## config.mk

```make
export PLATFORM = sky130hd
export DESIGN_NAME = cache_refill_arbiter
export DESIGN_NICKNAME = d
export VERILOG_FILES = /design/src/rtl/cache_refill_arbiter.sv
export SDC_FILE = /design/constraint.sdc
export NUM_CORES = 1
export LEC_CHECK = 0
export ABC_AREA = 1
export CAP_MARGIN = 20
export CORE_AREA = 2 2 215 217
export CTS_BUF_LIST = sky130_fd_sc_hd__clkbuf_8
export DETAILED_ROUTE_END_ITERATION = 12
export DIE_AREA = 0 0 217 219
export PLACE_DENSITY = 0.76
export SYNTH_ARGS = -nofsm -noshare
export SYNTH_HDL_FRONTEND = slang
export SYNTH_SLANG_ARGS = --single-unit
```

## constraint.sdc

```tcl
create_clock -name clk -period 33.1 [get_ports clk]
set_clock_uncertainty 0.15 [all_clocks]
set_input_delay 6.62 -clock clk [delete_from_list [all_inputs] [get_ports clk]]
set_output_delay 6.62 -clock clk [all_outputs]
set_load 0.03 [all_outputs]
```

## src/rtl/cache_refill_arbiter.sv

```systemverilog
// Shares one word-wide memory port between the I- and D-caches: round-robin
// arbitration, then a BLOCKS-word burst that fills or drains one cache block.
module cache_refill_arbiter #(
    parameter int BLOCKS = 4
) (
    input  logic                    clk,
    input  logic                    reset,
    input  logic                    i_req,
    input  logic [31:0]             i_addr,
    output logic [BLOCKS-1:0][31:0] i_rblock,
    output logic                    i_done,
    output logic                    i_miss,
    input  logic                    d_req,
    input  logic [31:0]             d_addr,
    input  logic                    d_we,
    input  logic [BLOCKS-1:0][31:0] d_wblock,
    output logic [BLOCKS-1:0][31:0] d_rblock,
    output logic                    d_done,
    output logic                    d_miss,
    output logic                    mem_req,
    output logic [31:0]             mem_addr,
    output logic                    mem_we,
    output logic [31:0]             mem_wd,
    input  logic [31:0]             mem_rd,
    input  logic                    mem_wait
);
    localparam int CW = $clog2(BLOCKS);
    localparam logic [31:0] BASE_MASK = ~(32'(4 * BLOCKS) - 32'd1);
    localparam logic [CW-1:0] LAST = CW'(BLOCKS - 1);

    typedef enum logic [1:0] {IDLE, XFER, DONE} state_t;

    state_t                  state_q, state_d;
    logic [CW-1:0]           cnt_q, cnt_d;
    logic                    gnt_d_q, gnt_d_d;   // current transfer belongs to the D-cache
    logic                    last_d_q, last_d_d; // previous transfer belonged to the D-cache
    logic                    we_q, we_d;
    logic [31:0]             base_q, base_d;
    logic [BLOCKS-1:0][31:0] wblock_q, wblock_d;
    logic [BLOCKS-1:0][31:0] i_rblock_q, i_rblock_d;
    logic [BLOCKS-1:0][31:0] d_rblock_q, d_rblock_d;
    logic                    pick_d;

    // On a tie the requester that did not win last time gets the port.
    assign pick_d = d_req && (!i_req || !last_d_q);

    always_comb begin
        state_d    = state_q;
        cnt_d      = cnt_q;
        gnt_d_d    = gnt_d_q;
        last_d_d   = last_d_q;
        we_d       = we_q;
        base_d     = base_q;
        wblock_d   = wblock_q;
        i_rblock_d = i_rblock_q;
        d_rblock_d = d_rblock_q;
        case (state_q)
            IDLE: begin
                if (i_req || d_req) begin
                    state_d = XFER;
                    cnt_d   = '0;
                    gnt_d_d = pick_d;
                    base_d  = (pick_d ? d_addr : i_addr) & BASE_MASK;
                    we_d    = pick_d && d_we;
                    if (pick_d && d_we) wblock_d = d_wblock;
                end
            end
            XFER: begin
                if (!mem_wait) begin
                    if (!we_q) begin
                        if (gnt_d_q) d_rblock_d[cnt_q] = mem_rd;
                        else         i_rblock_d[cnt_q] = mem_rd;
                    end
                    if (cnt_q == LAST) state_d = DONE;
                    else               cnt_d   = cnt_q + CW'(1);
                end
            end
            DONE: begin
                // Requests are deliberately not sampled here so the finished
                // requester has a cycle to drop req.
                last_d_d = gnt_d_q;
                state_d  = IDLE;
            end
            default: state_d = IDLE;
        endcase
    end

    always_ff @(posedge clk or posedge reset) begin
        if (reset) begin
            state_q    <= IDLE;
            cnt_q      <= '0;
            gnt_d_q    <= 1'b0;
            last_d_q   <= 1'b0;
            we_q       <= 1'b0;
            base_q     <= '0;
            wblock_q   <= '0;
            i_rblock_q <= '0;
            d_rblock_q <= '0;
        end else begin
            state_q    <= state_d;
            cnt_q      <= cnt_d;
            gnt_d_q    <= gnt_d_d;
            last_d_q   <= last_d_d;
            we_q       <= we_d;
            base_q     <= base_d;
            wblock_q   <= wblock_d;
            i_rblock_q <= i_rblock_d;
            d_rblock_q <= d_rblock_d;
        end
    end

    always_comb begin
        mem_req  = 1'b0;
        mem_addr = '0;
        mem_we   = 1'b0;
        mem_wd   = '0;
        if (state_q == XFER) begin
            mem_req  = 1'b1;
            mem_addr = base_q + {{(30 - CW){1'b0}}, cnt_q, 2'b00};
            mem_we   = we_q;
            mem_wd   = wblock_q[cnt_q];
        end
    end

    assign i_done   = (state_q == DONE) && !gnt_d_q;
    assign d_done   = (state_q == DONE) && gnt_d_q;
    assign i_miss   = i_req & ~i_done;
    assign d_miss   = d_req & ~d_done;
    assign i_rblock = i_rblock_q;
    assign d_rblock = d_rblock_q;
endmodule

```

Word-level counts from Yosys, hierarchy flattened
Index checks and enable logic that the tools add are counted.
{"block": "word_totals", "reg_bits": 419, "latch_bits": 0, "mem_bits_rw": 0, "rom_bits": 0, "input_bits": 230, "output_inout_bits": 326, "memories": 0}
{"block": "op_classes", "add_sub_neg": 2, "n_mul": 0, "n_div": 0, "magnitude_cmp": 2, "n_eq_ne": 7, "n_shift": 0, "n_mux": 19, "bitwise_logic": 7, "reduce_logical": 18}
{"cell": "$bwmux 128", "count": 2}
{"cell": "$mux 32", "count": 5}
{"cell": "$bmux 32 s2", "count": 1}
{"cell": "$demux 32 s2", "count": 1}
{"cell": "$add 32x4->32", "count": 1}
{"cell": "$mux 2", "count": 6}
{"cell": "$reduce_and 4->1", "count": 3}
{"cell": "$ne 2x2->1 const B", "count": 4}
{"cell": "$pmux 2 s2", "count": 2}
{"cell": "$reduce_and 3->1", "count": 2}
{"cell": "$logic_and 1x1->1", "count": 5}
{"cell": "$not 1->1", "count": 5}
{"cell": "$eq 2x2->1 const B", "count": 2}
{"cell": "$logic_not 1->1", "count": 3}
{"cell": "$lt 2x3->1 const B", "count": 1}
{"cell": "$add 2x1->2 const B", "count": 1}
{"cell": "$and 1x1->1", "count": 2}
{"cell": "$eq 2x1->1 const B", "count": 1}
{"cell": "$ge 2x1->1 const B", "count": 1}
{"cell": "$logic_not 2->1", "count": 1}
{"cell": "$logic_or 1x1->1", "count": 2}
{"cell": "$mux 1", "count": 2}
{"cell": "$reduce_and 2->1", "count": 1}
{"cell": "$reduce_bool 2->1", "count": 1}

Logic depth before layout (Yosys ltp)
{"block": "depth", "ltp_word": 5, "mapped_depth": 8, "mapped_depth_nobuf": 6}

Worst setup path after synthesis
OpenSTA, ideal clock, no wires.
{"block": "synth_path", "kind": "input to output", "from": "input i_req", "to": "output i_miss", "arrival_time_ns": 6.878, "setup_slack_ns": 19.452, "stages": 2, "path_buffers": 0, "path_cell_list": "o21ai_0 inv_1"}
{"block": "synth_via", "elab_chain_cells": 1}
{"item": "start, declared", "line_no": "8", "text": "input logic i_req,"}
{"item": "$and 1x1->1", "line_no": "127", "text": "assign i_miss = i_req & ~i_done;"}
{"item": "end, declared", "line_no": "12", "text": "output logic i_miss,"}
No other way between the ends.

Worst setup path in the final report
{"block": "layout_path", "from": "input d_req", "to": "output d_miss"}
{"block": "layout_via", "elab_chain_cells": 1}
{"item": "start, declared", "line_no": "13", "text": "input logic d_req,"}
{"item": "$and 1x1->1", "line_no": "128", "text": "assign d_miss = d_req & ~d_done;"}
{"item": "end, declared", "line_no": "19", "text": "output logic d_miss,"}
No other way between the ends.

==> out/qor.yml <==
routed-wl-met3_mm: 6.348
drive_gt1_share_pct: 4.990
fin_tns_setup_ns: 0
cts.clk_slew.worst_paths_ns: 0.05
antenna_left: 0
rsz0062_at_grt: "false"
clock_path_buffers: 3
p_int_w: 0.001497
r2r_cells: 6
path_max_fanout: 5
netlist_top_cells_area: "dfrtp_1, nand2_1, nand3_1"
drc: 0
syn_area_um2: 18720
grt_start_max_net_pins: 158
synthArstFlopShare_pct: 100.0
rrSetupSlack_ns: 29.37
hold_viol_final: 0
crit_family: "buffers and inverters"
synth_seq_cells: 419
htreeDepth: 3
slowest_delay_ns: 0.66
fin_crit_ns: 14.83
path_cells: "clkdlybuf4s50_1, o21ai_0, inv_1, clkdlybuf4s50_1"
max_freq_mhz: 67.43
path_buf_inv: 3
top_layer: "met5"
dp_cells: 3356
drt-vias-per-instance: 5.171
syn2layout_area_growth_pct: 37.50
dpl_cell_area_um2: 24320
grt_pass1_wl_mm: 100.5
critical_path_class: "in -> out"
synth_edf_count: 0
power_density_nw_per_um2: 108.2
ir_drop_mv: 0.06784
route.met2.wl_mm: 31.78
place.detailed.hpwl_mm: 43.28
status: "finished, final reports clean"
fp.dieH_um: 219
numCtsBuffers: 73
yosysUniqueCellTypes: 20
p_sw_share_pct: 46.22
post_cts_buffers: 0
yosysWarnings: 0
first_global_vias: 17584
worst_skew_pair.late_latency_ns: 0.61
core_um2: 45090
max-slew-margin-rel_pct: 34.01
portBuffers: 545
crit_slowest_cell: "clkdlybuf4s50_1"
p_clk_share_pct: 16.4
cp_num_cells: 4
syn_inst: 2381
stdcell_count: 3487
tightest_slew_ns: 0.9898
timing.max_cap.violations: 0
finalNetCount: 3066
grt-ovfl-total: 0
p_leak_nw: 13.10
end_kind: "primary output"
cp_data_required_time_ns: 26.33
synth.top_cell.area_share_pct: 56.02
die-width_um: 217
min_path_cells: 2
final-max-slew-violation-count: 0
critPathArrivalTime_ns: 8.06
hold_class: "reg -> reg"
ys_seq_area_share_pct: 56.02
combPwrFrac_pct: 52.0
row_count: 78
critPathMostFrequentCell: "clkdlybuf4s50_1"
hold_buffers: 0
initial_core_util_pct: 41.51
ys_dominant_reg_cell: "dfrtp_1"
met1_length_mm: 25.67
p_seq_share_pct: 31.6
wl_per_cell_um: 18.93
finalCritPeriodShare_pct: 44.80
first_pass_iters: 7
synth_top_cell_by_area: "dfrtp_1"
stdcell_area_um2: 25730
io_pins: 556
syn_avg_cell_area_um2: 7.860
finalSetupViolCount: 0
routed-via-count: 18032
final_cell_mix: "nand2_1, clkdlybuf4s50_1, dfrtp_1"
gp_congestion: 0.8888
hold-worst-slack_ns: 0.3171
final_common_cell: "nand2_1"
startpoint_type: "primary input"
cts_resized: 0
clock-root-buffer: "clkbuf_8"
antenna_found_initial: 4
track_usage_pct: 27.32
cts_tree: "done"
cts.sinks: 419
wl_mm: 66.00
p_sw_w: 0.001287
die_area_um2: 47520
drt-initial-drc-count: 2001
## metal layers
metal	vias to the layer above	global-route usage (%)
li1	8339	-
met1	8624	33.63
met2	894	45.70
met3	167	7.872
met4	8	10.09
met5	-	0
## state kept, by name, indices dropped and copies added, names as in the netlist
name      flops
gnt_d_q       1
i_rblock    128
last_d_q      1
cnt_q         2
state_q       2
we_q          1
base_q       28
wblock_q    128
d_rblock    128
## logic make-up after synthesis
group,count (synthesis),synth area share [%]
AO/OA/AOI/OAI,94,2.514
adder cells (fa/ha/maj),4,0.2674
buffers and inverters,333,7.548
flip-flops,419,56.02
other,1,0.02004
AND/OR/NAND/NOR,1530,33.63
## worst min-delay path, cell delays in order, from the launching register on
cell and delay (ns):
dfrtp_1 0.34, nand2_1 0.05, nand2_1 0.05
## final cells by class
class                           count  area, um2
Inverter                          134      511.7
Antenna cell                        1      2.502
Sequential cell                   419      10490
Multi-Input combinational cell   1630       6872
Tap cell                          600      750.7
Timing Repair Buffer              574       5713
Fill cell                        4058      19350
Clock inverter                     41      186.4
Clock buffer                       88       1211
## synth_stat cells, types with 2 or more instances
cell	count
inv_1	131
buf_2	67
o21ai_0	55
nand2_1	1161
inv_2	2
clkbuf_2	33
dfrtp_1	419
nand3_1	168
buf_4	10
clkbuf_1	80
a21oi_1	33
nand4_1	132
buf_1	9
ha_1	4
nor2_1	67
o21ai_1	6
## final timing paths
| path | startpoint | end |
|---|---|---|
| hold reg to reg | i_rblock[41] | i_rblock[41] |
| setup / recovery | d_req | d_miss |
| max in group asynchronous | reset | i_rblock[35] |
| hold / removal | i_rblock[41] | i_rblock[41] |
| setup reg to reg | cnt_q[0] | i_rblock[5] |
| min in group asynchronous | reset | d_rblock[66] |
## per-stage QoR
stage	setup slack (ns)	power (W)	util, %
after floorplan	14.67	0.001725	-
final	18.27	0.002784	57.07
after detailed placement	18.27	0.002329	53.94
after CTS	18.27	0.002797	57.03
after global placement	18.30	0.002296	53.86
after global routing	18.20	0.002951	57.07
## power by group through the flow
stage	Combinational (W)	Clock [W]	Sequential (W)
floorplan	0.000602	0	0.00112
global placement	0.00143	0	0.000871
detailed placement	0.00144	0	0.000884
CTS	0.00145	0.000467	0.000879
global route	0.00155	0.000491	0.000907
finish	0.00145	0.000457	0.000881
(Power assumes the default switching activity.)
